File: config.mk
export PLATFORM = sky130hd
export DESIGN_NAME = ahb_subordinate_fsm
export DESIGN_NICKNAME = d
export VERILOG_FILES = /design/src/rtl/ahbsub_pkg.sv /design/src/rtl/ahb_byte_en.sv /design/src/rtl/ahb_subordinate_fsm.sv
export SDC_FILE = /design/constraint.sdc
export NUM_CORES = 1
export LEC_CHECK = 0
export CAP_MARGIN = 20
export CORE_AREA = 4 4 130 132
export CTS_CLUSTER_SIZE = 40
export DETAILED_ROUTE_END_ITERATION = 7
export DIE_AREA = 0 0 134 136
export GPL_TIMING_DRIVEN = 0
export PLACE_DENSITY_LB_ADDON = 0.08
export SETUP_SLACK_MARGIN = 0.15
export SLEW_MARGIN = 10
export SYNTH_ARGS = -nofsm -noshare
export SYNTH_HDL_FRONTEND = slang
export SYNTH_SLANG_ARGS = --single-unit
File: constraint.sdc
create_clock -name HCLK -period 3.9 [get_ports HCLK]
set_input_delay 0.78 -clock HCLK [delete_from_list [all_inputs] [get_ports HCLK]]
set_output_delay 0.78 -clock HCLK [all_outputs]
set_load 0.01 [all_outputs]
File: src/rtl/ahbsub_pkg.sv
// Purpose: shared types and bus constants for the AHB-Lite subordinate front-end.
// Latency: none (declarations only).
// Backpressure: not applicable.
package ahbsub_pkg;

   // Subordinate data-phase states
   typedef enum logic [1:0] {
      ST_IDLE   = 2'd0,
      ST_ACCESS = 2'd1,
      ST_ERR1   = 2'd2,
      ST_ERR2   = 2'd3
   } state_t;

   localparam logic [1:0] HTRANS_IDLE   = 2'b00;
   localparam logic [1:0] HTRANS_BUSY   = 2'b01;
   localparam logic [1:0] HTRANS_NONSEQ = 2'b10;
   localparam logic [1:0] HTRANS_SEQ    = 2'b11;

   localparam logic HRESP_OKAY  = 1'b0;
   localparam logic HRESP_ERROR = 1'b1;

   // True when the transfer type carries a real transfer (NONSEQ/SEQ)
   function automatic logic transfer_active(input logic [1:0] htrans);
      logic act;
      case (htrans)
         HTRANS_NONSEQ, HTRANS_SEQ: act = 1'b1;
         HTRANS_IDLE, HTRANS_BUSY:  act = 1'b0;
         default:                   act = 1'b0;
      endcase
      return act;
   endfunction

endpackage

File: src/rtl/ahb_byte_en.sv
// Purpose: maps transfer size and low address bits to a byte-lane mask and misalignment flag.
// Latency: combinational.
// Backpressure: none; pure function of its inputs.
module ahb_byte_en #(
   parameter  int DATA_W = 64,
   localparam int NB     = DATA_W / 8,
   localparam int LW     = $clog2(DATA_W / 8)
) (
   input  logic [2:0]    size,
   input  logic [LW-1:0] adr_lo,
   output logic [NB-1:0] byte_en,
   output logic          misaligned
);

   // Lane i is enabled when it falls inside [adr_lo, adr_lo + 2^size); lanes past NB drop off
   always_comb begin
      byte_en = '0;
      for (int i = 0; i < NB; i++) begin
         if ((i >= int'(adr_lo)) && ((i - int'(adr_lo)) < (1 << int'(size)))) begin
            byte_en[i] = 1'b1;
         end
      end
   end

   // Oversized transfers can never align; otherwise the low size bits of the address must be zero
   always_comb begin
      misaligned = (int'(size) > LW) ||
                   ((int'(adr_lo) & ((1 << int'(size)) - 1)) != 0);
   end

endmodule

File: src/rtl/ahb_subordinate_fsm.sv
// Purpose: AHB-Lite subordinate front-end turning single transfers into req/ack back-end requests.
// Latency: one data-phase cycle minimum, plus one wait state per cycle without MemAck.
// Backpressure: HREADYOUT held low until MemAck; AHBSUB_ALIGN_CHECK_EN adds a two-cycle ERROR for misaligned transfers.
module ahb_subordinate_fsm
   import ahbsub_pkg::*;
#(
   parameter  int ADDR_W = 32,
   parameter  int DATA_W = 64,
   localparam int NB     = DATA_W / 8,
   localparam int LW     = $clog2(DATA_W / 8)
) (
   input  logic              HCLK,
   input  logic              HRESET,
   input  logic              HSEL,
   input  logic [ADDR_W-1:0] HADDR,
   input  logic [1:0]        HTRANS,
   input  logic              HWRITE,
   input  logic [2:0]        HSIZE,
   input  logic [DATA_W-1:0] HWDATA,
   input  logic              HREADY,
   output logic              HREADYOUT,
   output logic              HRESP,
   output logic [DATA_W-1:0] HRDATA,
   output logic              MemReq,
   output logic              MemWrite,
   output logic [ADDR_W-1:0] MemAdr,
   output logic [NB-1:0]     MemByteEn,
   output logic [DATA_W-1:0] MemWData,
   input  logic              MemAck,
   input  logic [DATA_W-1:0] MemRData
);

   state_t            state;
   state_t            state_nxt;
   state_t            access_tgt;
   logic              accept;
   logic              load;
   logic [ADDR_W-1:0] adr_q;
   logic [2:0]        size_q;
   logic              write_q;
   logic              lane_misaligned_unused;

   assign accept = HSEL && transfer_active(HTRANS) && HREADY;

   // Lane mask for the transfer currently in its data phase
   ahb_byte_en #(.DATA_W(DATA_W)) u_lane (
      .size       (size_q),
      .adr_lo     (adr_q[LW-1:0]),
      .byte_en    (MemByteEn),
      .misaligned (lane_misaligned_unused)
   );

`ifdef AHBSUB_ALIGN_CHECK_EN
   logic          req_misaligned;
   logic [NB-1:0] chk_byte_en_unused;

   // Alignment of the transfer being offered in the address phase
   ahb_byte_en #(.DATA_W(DATA_W)) u_chk (
      .size       (HSIZE),
      .adr_lo     (HADDR[LW-1:0]),
      .byte_en    (chk_byte_en_unused),
      .misaligned (req_misaligned)
   );

   assign access_tgt = req_misaligned ? ST_ERR1 : ST_ACCESS;
`else
   assign access_tgt = ST_ACCESS;
`endif

   // State register
   always_ff @(posedge HCLK or posedge HRESET) begin
      if (HRESET) begin
         state <= ST_IDLE;
      end else begin
         state <= state_nxt;
      end
   end

   // Next-state and address-phase capture decision
   always_comb begin
      state_nxt = state;
      load      = 1'b0;
      case (state)
         ST_IDLE: begin
            if (accept) begin
               state_nxt = access_tgt;
               load      = 1'b1;
            end
         end
         ST_ACCESS: begin
            if (MemAck) begin
               if (accept) begin
                  state_nxt = access_tgt;
                  load      = 1'b1;
               end else begin
                  state_nxt = ST_IDLE;
               end
            end
         end
`ifdef AHBSUB_ALIGN_CHECK_EN
         ST_ERR1: begin
            state_nxt = ST_ERR2;
         end
         ST_ERR2: begin
            if (accept) begin
               state_nxt = access_tgt;
               load      = 1'b1;
            end else begin
               state_nxt = ST_IDLE;
            end
         end
`endif
         default: begin
            state_nxt = ST_IDLE;
         end
      endcase
   end

   // Address-phase registers; frozen while a request waits for MemAck
   always_ff @(posedge HCLK or posedge HRESET) begin
      if (HRESET) begin
         adr_q   <= '0;
         size_q  <= '0;
         write_q <= 1'b0;
      end else if (load) begin
         adr_q   <= HADDR;
         size_q  <= HSIZE;
         write_q <= HWRITE;
      end
   end

   // Bus and back-end outputs decoded from the current state
   always_comb begin
      HREADYOUT = 1'b1;
      MemReq    = 1'b0;
      HRDATA    = '0;
      case (state)
         ST_IDLE: begin
            HREADYOUT = 1'b1;
         end
         ST_ACCESS: begin
            MemReq    = 1'b1;
            HREADYOUT = MemAck;
            if (MemAck && !write_q) begin
               HRDATA = MemRData;
            end
         end
         ST_ERR1: begin
            HREADYOUT = 1'b0;
         end
         ST_ERR2: begin
            HREADYOUT = 1'b1;
         end
         default: begin
            HREADYOUT = 1'b1;
         end
      endcase
`ifdef AHBSUB_ALIGN_CHECK_EN
      HRESP = ((state == ST_ERR1) || (state == ST_ERR2)) ? HRESP_ERROR : HRESP_OKAY;
`else
      HRESP = HRESP_OKAY;
`endif
   end

   assign MemWrite = write_q;
   assign MemAdr   = adr_q;
   assign MemWData = HWDATA;

endmodule

==> results of run 1 <==
[cells by family after synthesis]
group | count (synthesis) | synth area share
fa+ha+maj | 33 | 0.129
simple gates | 101 | 0.192
buf+inv | 92 | 0.189
flops | 37 | 0.292
mux | 33 | 0.117
other cells | 1 | 0.00118
compound gates | 39 | 0.0794
[worst max-delay path, delay by kind of cell, from the launching register on]
family	cells	cell delay, ns
AOI/OAI and AO/OA	2	0.31
adders and majority gates	2	0.63
DFF	1	0.40
buffers and inverters	3	0.76
and+or+nand+nor	1	0.43
[area by class of cell]
type                            instances  share of cell area
Timing Repair Buffer                  282               0.436
Inverter                               14             0.00931
Sequential cell                        37               0.144
Tap cell                              216              0.0419
Multi-Input combinational cell        207               0.256
Clock buffer                            6              0.0215
Buffer                                 78              0.0857
Clock inverter                          2             0.00582
[state kept, by name, indices dropped and copies added (netlist names)]
| register | count |
|---|---|
| MemAdr | 32 |
| state | 1 |
| size_q | 3 |
| MemWrite | 1 |
[stage by stage]
stage,instance area (sq um),worst slack [ns],setup TNS (ns),cells,utilization
after CTS,6400,0.157,0,837,0.408
after global routing,6450,0.154,0,842,0.411
after floorplan,3170,0.963,0,336,-
after detailed placement,6200,-0.0903,-0.200,828,0.395
final,6450,0.305,0,842,0.411
after global placement,6200,-0.0178,-0.0178,828,0.395
[layer usage]
layer | routed length, um | GRT usage
met2 | 7520 | 0.262
met1 | 6480 | 0.194
met3 | 2230 | 0.0947
met5 | 0 | 0
met4 | 102 | 0.0229
[what timing repair did]
action,CTS,global route
gates resized for setup,10,6
buffers inserted,1,5
pin swaps,0,0
endpoints found under the setup margin,65,5
[report_power, final]
part           total (mW)  switching, mW  internal [mW]
logic                1.04          0.421          0.614
registers           0.533         0.0680          0.465
clock network       0.473          0.154          0.319
[synthesized netlist by cell type (all sizes together) (2+ instances only)]
| cell type | count |
|---|---|
| nand2 | 10 |
| buf | 70 |
| nor2b | 3 |
| dfrtp | 37 |
| a21o | 2 |
| o2111ai | 3 |
| a21boi | 2 |
| o211ai | 2 |
| inv | 14 |
| and2 | 65 |
| mux2 | 33 |
| o21ai | 10 |
| nor2 | 6 |
| nand3b | 3 |
| clkbuf | 8 |
| o21bai | 3 |
| nand2b | 5 |
| maj3 | 2 |
| nand3 | 2 |
| a31oi | 3 |
| ha | 31 |
| a21oi | 11 |
[path summary, 6_finish.rpt]
check / cells after the start / startpoint / endpoint / slack (ns)
worst max-delay path: 8 / size_q[0]$_DFFE_PP0P_ / MemByteEn[1] / 0.30
worst min-delay path: 1 / MemAdr[15]$_DFFE_PP0P_ / MemAdr[15]$_DFFE_PP0P_ / 0.51
worst max register to register: 5 / state[0]$_DFFE_PP0P_ / MemAdr[3]$_DFFE_PP0P_ / 2.15
worst min register to register: 1 / MemAdr[15]$_DFFE_PP0P_ / MemAdr[15]$_DFFE_PP0P_ / 0.51
max in group asynchronous: 2 / HRESET / MemAdr[2]$_DFFE_PP0P_ / 2.34
min in group asynchronous: 2 / HRESET / MemAdr[28]$_DFFE_PP0P_ / 0.97
==> reports/qor.yml, run 1 <==
status:
  outcome: "finished, final reports clean"
finish:
  final_common_cell: "clkdlybuf4s50_1"
  multiInputGateArea_sq_mm: 0.00165
  regArea_sq_um: 931
  final_cell_mix: "clkdlybuf4s50_1, buf_4, and2_1"
  synthToLayoutAreaGrowth_pct: 104
  antenna_cells: 0
  nNetsFinal: 827
  drive_above_1_share: 0.214
  fillers: 1574
cts:
  cts_tree: "yes"
  holdBufCountCts: 0
  h-tree-depth: 2
  cts_root_buffer: "clkbuf_16"
  cts_buffers: 5
  clock_latency_ns: 0.28
  cts_buffer_depth: 2
  clk_pin_slew_worst_paths_ns: 0.06
  cts_sinks: 37
global_routing:
  grt_first_pass_wirelength_um: 22100
  gr-total-overflow: 0
  grt_pass1_vias: 3355
  track_usage: 0.163
  grt_max_degree: 38
  grt_antenna_before_repair: 0
synth:
  synth_area_sq_mm: 0.00317
  yosys-top-cells-area: "dfrtp_1, buf_4, and2_1"
  yosys.area.top_type: "dfrtp_1"
  synth_top_area_frac: 0.292
  synth_warnings: 0
  synth-seq-cells: 37
  synth-edff-count: 0
  synth_nets: 538
  yosys_most_used_dff: "dfrtp_1"
  syn_inst: 336
  avgSynthCellArea_sq_um: 9.42
  async_flop_share: 1.00
  synth.distinct_cells: 36
  seq_area_frac_synth: 0.292
setup_path:
  crit_arrival_ns: 2.82
  cp_slowest_cell: "clkdlybuf4s50_1"
  slowest_delay_ns: 0.48
  cp-start-kind: "flop"
  cp_max_fo: 10
  crit_required_ns: 3.12
  endpoint_kind: "primary output"
  crit_chain: "clkbuf_4, or3b_4, ha_1, inv_1, a21oi_2, maj3_1, o2111a_1, clkdlybuf4s50_1"
  path_class: "flop to primary output"
timing:
  worst_slew_pin_slew_ns: 0.792
  setup_viol: 0
  slew_viol_final: 0
  hold_violations: 0
  period_minus_slack_ns: 3.60
  clock.fmax_mhz: 278
  period_share: 0.922
  max-slew-margin-rel: 0.471
  finClkSkew_ns: 0.00531
  whs_ns: 0.508
  rsz0062_at_grt: "false"
pwr:
  power_density_mw_per_mm2: 316
  ir_drop_mv: 0.236
  leakage_nw: 2.71
  finalPower_mw: 2.04
placement:
  io_buffers: 276
  dp_hpwl_um: 14300
  gp_congestion: 0.785
drt:
  routed_wl_um: 16300
  wire_per_inst_um: 19.4
  routed_via_density: 3.94
  vias: 3316
  drtPass1Iterations: 4
  ant_nets: 0
  drc: 0
  drt-initial-drc-count: 73
floorplanning:
  dieArea_sq_mm: 0.0182
  die_h_um: 136
  core_sq_mm: 0.0157
  die_w_um: 134
  start_util: 0.202
  row_count: 46
  pin_count: 343
flow_run:
  cap_viol_max_count: 0
min_path:
  hold_path_class: "flop to flop"
(Power assumes the default switching activity.)
==> run 2: changes to the inputs <==
- SLEW_MARGIN: 10 -> 20
==> run 2 against run 1 <==
- clock power is essentially flat
- utilization increased by 0.21 points
- worst hold slack improved by 0.0027 ns
- worst setup slack worse by 0.019 ns
- total power is essentially flat
- sequential cell count stayed put
- largest power group unchanged
==> reports/qor.yml, run 2 (synthesis results as in run 1) <==
status:
  outcome: "finished, final reports clean"  # unchanged
timing:
  fin_tns_setup_ns: 0  # unchanged
  period_minus_slack_ns: 3.61  # was 3.60 ns
  period_share: 0.927  # was 0.922
  hold_violations: 0  # unchanged
  clock.fmax_mhz: 277  # was 278 MHz
  setup_viol: 0  # unchanged
  finClkSkew_ns: 0.00600  # was 0.00531 ns
  slew_viol_final: 0  # unchanged
  rsz0062_at_grt: "false"  # unchanged
setup_path:
  crit_required_ns: 3.12  # about the same
  endpoint_kind: "primary output"  # unchanged
  cp-start-kind: "flop"  # unchanged
  crit_arrival_ns: 2.83  # was 2.82 ns
  cp_max_fo: 10  # unchanged
  path_class: "flop to primary output"  # unchanged
  timing.rr.start: "state[0]$_DFFE_PP0P_"  # unchanged
  crit_path_start: "size_q[1]$_DFFE_PP0P_"  # was size_q[0]$_DFFE_PP0P_
drt:
  drtPass1Iterations: 4  # unchanged
  ant_nets: 0  # unchanged
  routed_wl_um: 16200  # was 16300 um
  routed_via_density: 3.95  # was 3.94
  drt-initial-drc-count: 83  # was 73
  wire_per_inst_um: 19.2  # was 19.4 um
  drc: 0  # unchanged
  vias: 3329  # was 3316
placement:
  placed_cells: 829  # was 828
  io_buffers: 276  # unchanged
  dp_hpwl_um: 14400  # was 14300 um
  gp_congestion: 0.785  # unchanged
  dpl-instance-area_sq_mm: 0.00623  # was 0.00620 sq mm
global_routing:
  grt_first_pass_wirelength_um: 22300  # was 22100 um
  grt_antenna_before_repair: 0  # unchanged
  track_usage: 0.164  # was 0.163
  grt_max_degree: 23  # was 38
  gr-total-overflow: 0  # unchanged
  grt_pass1_vias: 3481  # was 3355
cts:
  cts_buffers: 5  # unchanged
  clk_pin_slew_worst_paths_ns: 0.05  # was 0.06 ns
  cts_sinks: 37  # unchanged
  cts_buffer_depth: 2  # unchanged
  h-tree-depth: 2  # unchanged
  holdBufCountCts: 0  # unchanged
  cts_root_buffer: "clkbuf_16"  # unchanged
  clock_latency_ns: 0.28  # about the same
  cts_tree: "yes"  # unchanged
finish:
  fillers: 1596  # was 1574
  nNetsFinal: 828  # was 827
  antenna_cells: 0  # unchanged
  synthToLayoutAreaGrowth_pct: 105  # was 104%
  drive_above_1_share: 0.215  # was 0.214
  final_common_cell: "clkdlybuf4s50_1"  # unchanged
  largest_reg_flops: 32  # unchanged
  final_cell_mix: "clkdlybuf4s50_1, buf_4, and2_1"  # unchanged
  instances_no_fill: 843  # was 842
  fin_area_sq_mm: 0.00648  # was 0.00645 sq mm
floorplanning:
  pin_count: 343  # unchanged
  die_w_um: 134  # unchanged
  dieArea_sq_mm: 0.0182  # unchanged
  start_util: 0.202  # unchanged
  core_sq_mm: 0.0157  # unchanged
  row_count: 46  # unchanged
  die_h_um: 136  # unchanged
pwr:
  leakage_nw: 2.72  # was 2.71 nW
  power_frac_comb: 0.507  # about the same
  intPower_mw: 1.40  # about the same
  p_switching_mw: 0.642  # was 0.644 mW
  ir_drop_mv: 0.251  # was 0.236 mV
  swShare: 0.314  # was 0.315
  clock_power_share: 0.231  # was 0.232
  power_frac_seq: 0.262  # was 0.261
  power_density_mw_per_mm2: 315  # was 316 mW/mm^2
flow_run:
  cap_viol_max_count: 0  # unchanged
min_path:
  hp-start: "MemAdr[21]$_DFFE_PP0P_"  # was MemAdr[15]$_DFFE_PP0P_
  hold_path_class: "flop to flop"  # unchanged
-- run 2: cell types whose count changed in the layout (fill, tap and decap cells not counted), sizes merged --
cell / before / now
clkbuf: 13 / 12
buf: 77 / 79
-- run 2: metrics by stage --
step                utilization  power [mW]  hold slack, ns  worst slack [ns]
global route              0.413        2.19           0.530             0.150
floorplan                     -        1.00           0.551             0.963
detailed placement        0.396        1.56           0.496           -0.0525
finish                    0.413        2.04           0.511             0.286
CTS                       0.408        2.05           0.512            0.0262
global placement          0.395        1.54           0.491           -0.0178
-- run 2: what timing repair did --
| item | CTS | global route |
|---|---|---|
| endpoints found under the setup margin | 65 | 16 |
| gates resized for setup | 4 | 16 |
| endpoints found under the hold margin | 0 | 0 |
| buffers inserted | 0 | 6 |
-- run 2: routing by layer --
layer / routed length (um) / GRT usage / up-vias / part of all wire
met4: 102 / 0.0206 / 0 / 0.0063
met2: 7470 / 0.261 / 187 / 0.46
met1: 6540 / 0.200 / 1508 / 0.40
li1: - / - / 1626 / -
met3: 2080 / 0.0903 / 8 / 0.13
met5: 0 / 0 / - / 0
-- run 2: power by group through the flow --
stage          combinational (mW)  clock, mW  sequential [mW]
4_1_cts                      1.03      0.490            0.533
3_3_place_gp                 1.01          0            0.532
6_report                     1.04      0.472            0.536
3_5_place_dp                 1.02          0            0.535
5_1_grt                      1.13      0.507            0.552
2_1_floorplan               0.447          0            0.557
-- run 2: final cells by class --
cell class	instances	area, sq um	area share
buffer	78	552	0.0851
clock buffer	6	139	0.0214
clock inverter	2	37.5	0.00579
inverter	14	60.1	0.00926
multi-input combinational	207	1660	0.255
sequential	37	932	0.144
tap	216	270	0.0417
timing repair buffer	283	2840	0.438
-- run 2: critical path, stage by stage, from the launching register on --
cell and delay (ns):
dfrtp_1 0.42, buf_2 0.20, or3b_4 0.44, ha_1 0.28, inv_1 0.06, a21oi_2 0.06
maj3_1 0.36, o2111a_1 0.26, clkdlybuf4s50_1 0.48
-- run 2: path summary, 6_finish.rpt --
| check | slack [ns] | endpoint | cells after the start |
|---|---|---|---|
| setup / recovery | 0.29 | MemByteEn[1] | 8 |
| hold / removal | 0.51 | MemAdr[21]$_DFFE_PP0P_ | 1 |
| setup reg to reg | 2.16 | MemAdr[3]$_DFFE_PP0P_ | 5 |
| hold reg to reg | 0.51 | MemAdr[21]$_DFFE_PP0P_ | 1 |
| max in group asynchronous | 2.65 | MemAdr[22]$_DFFE_PP0P_ | 3 |
| min in group asynchronous | 0.80 | MemAdr[4]$_DFFE_PP0P_ | 2 |
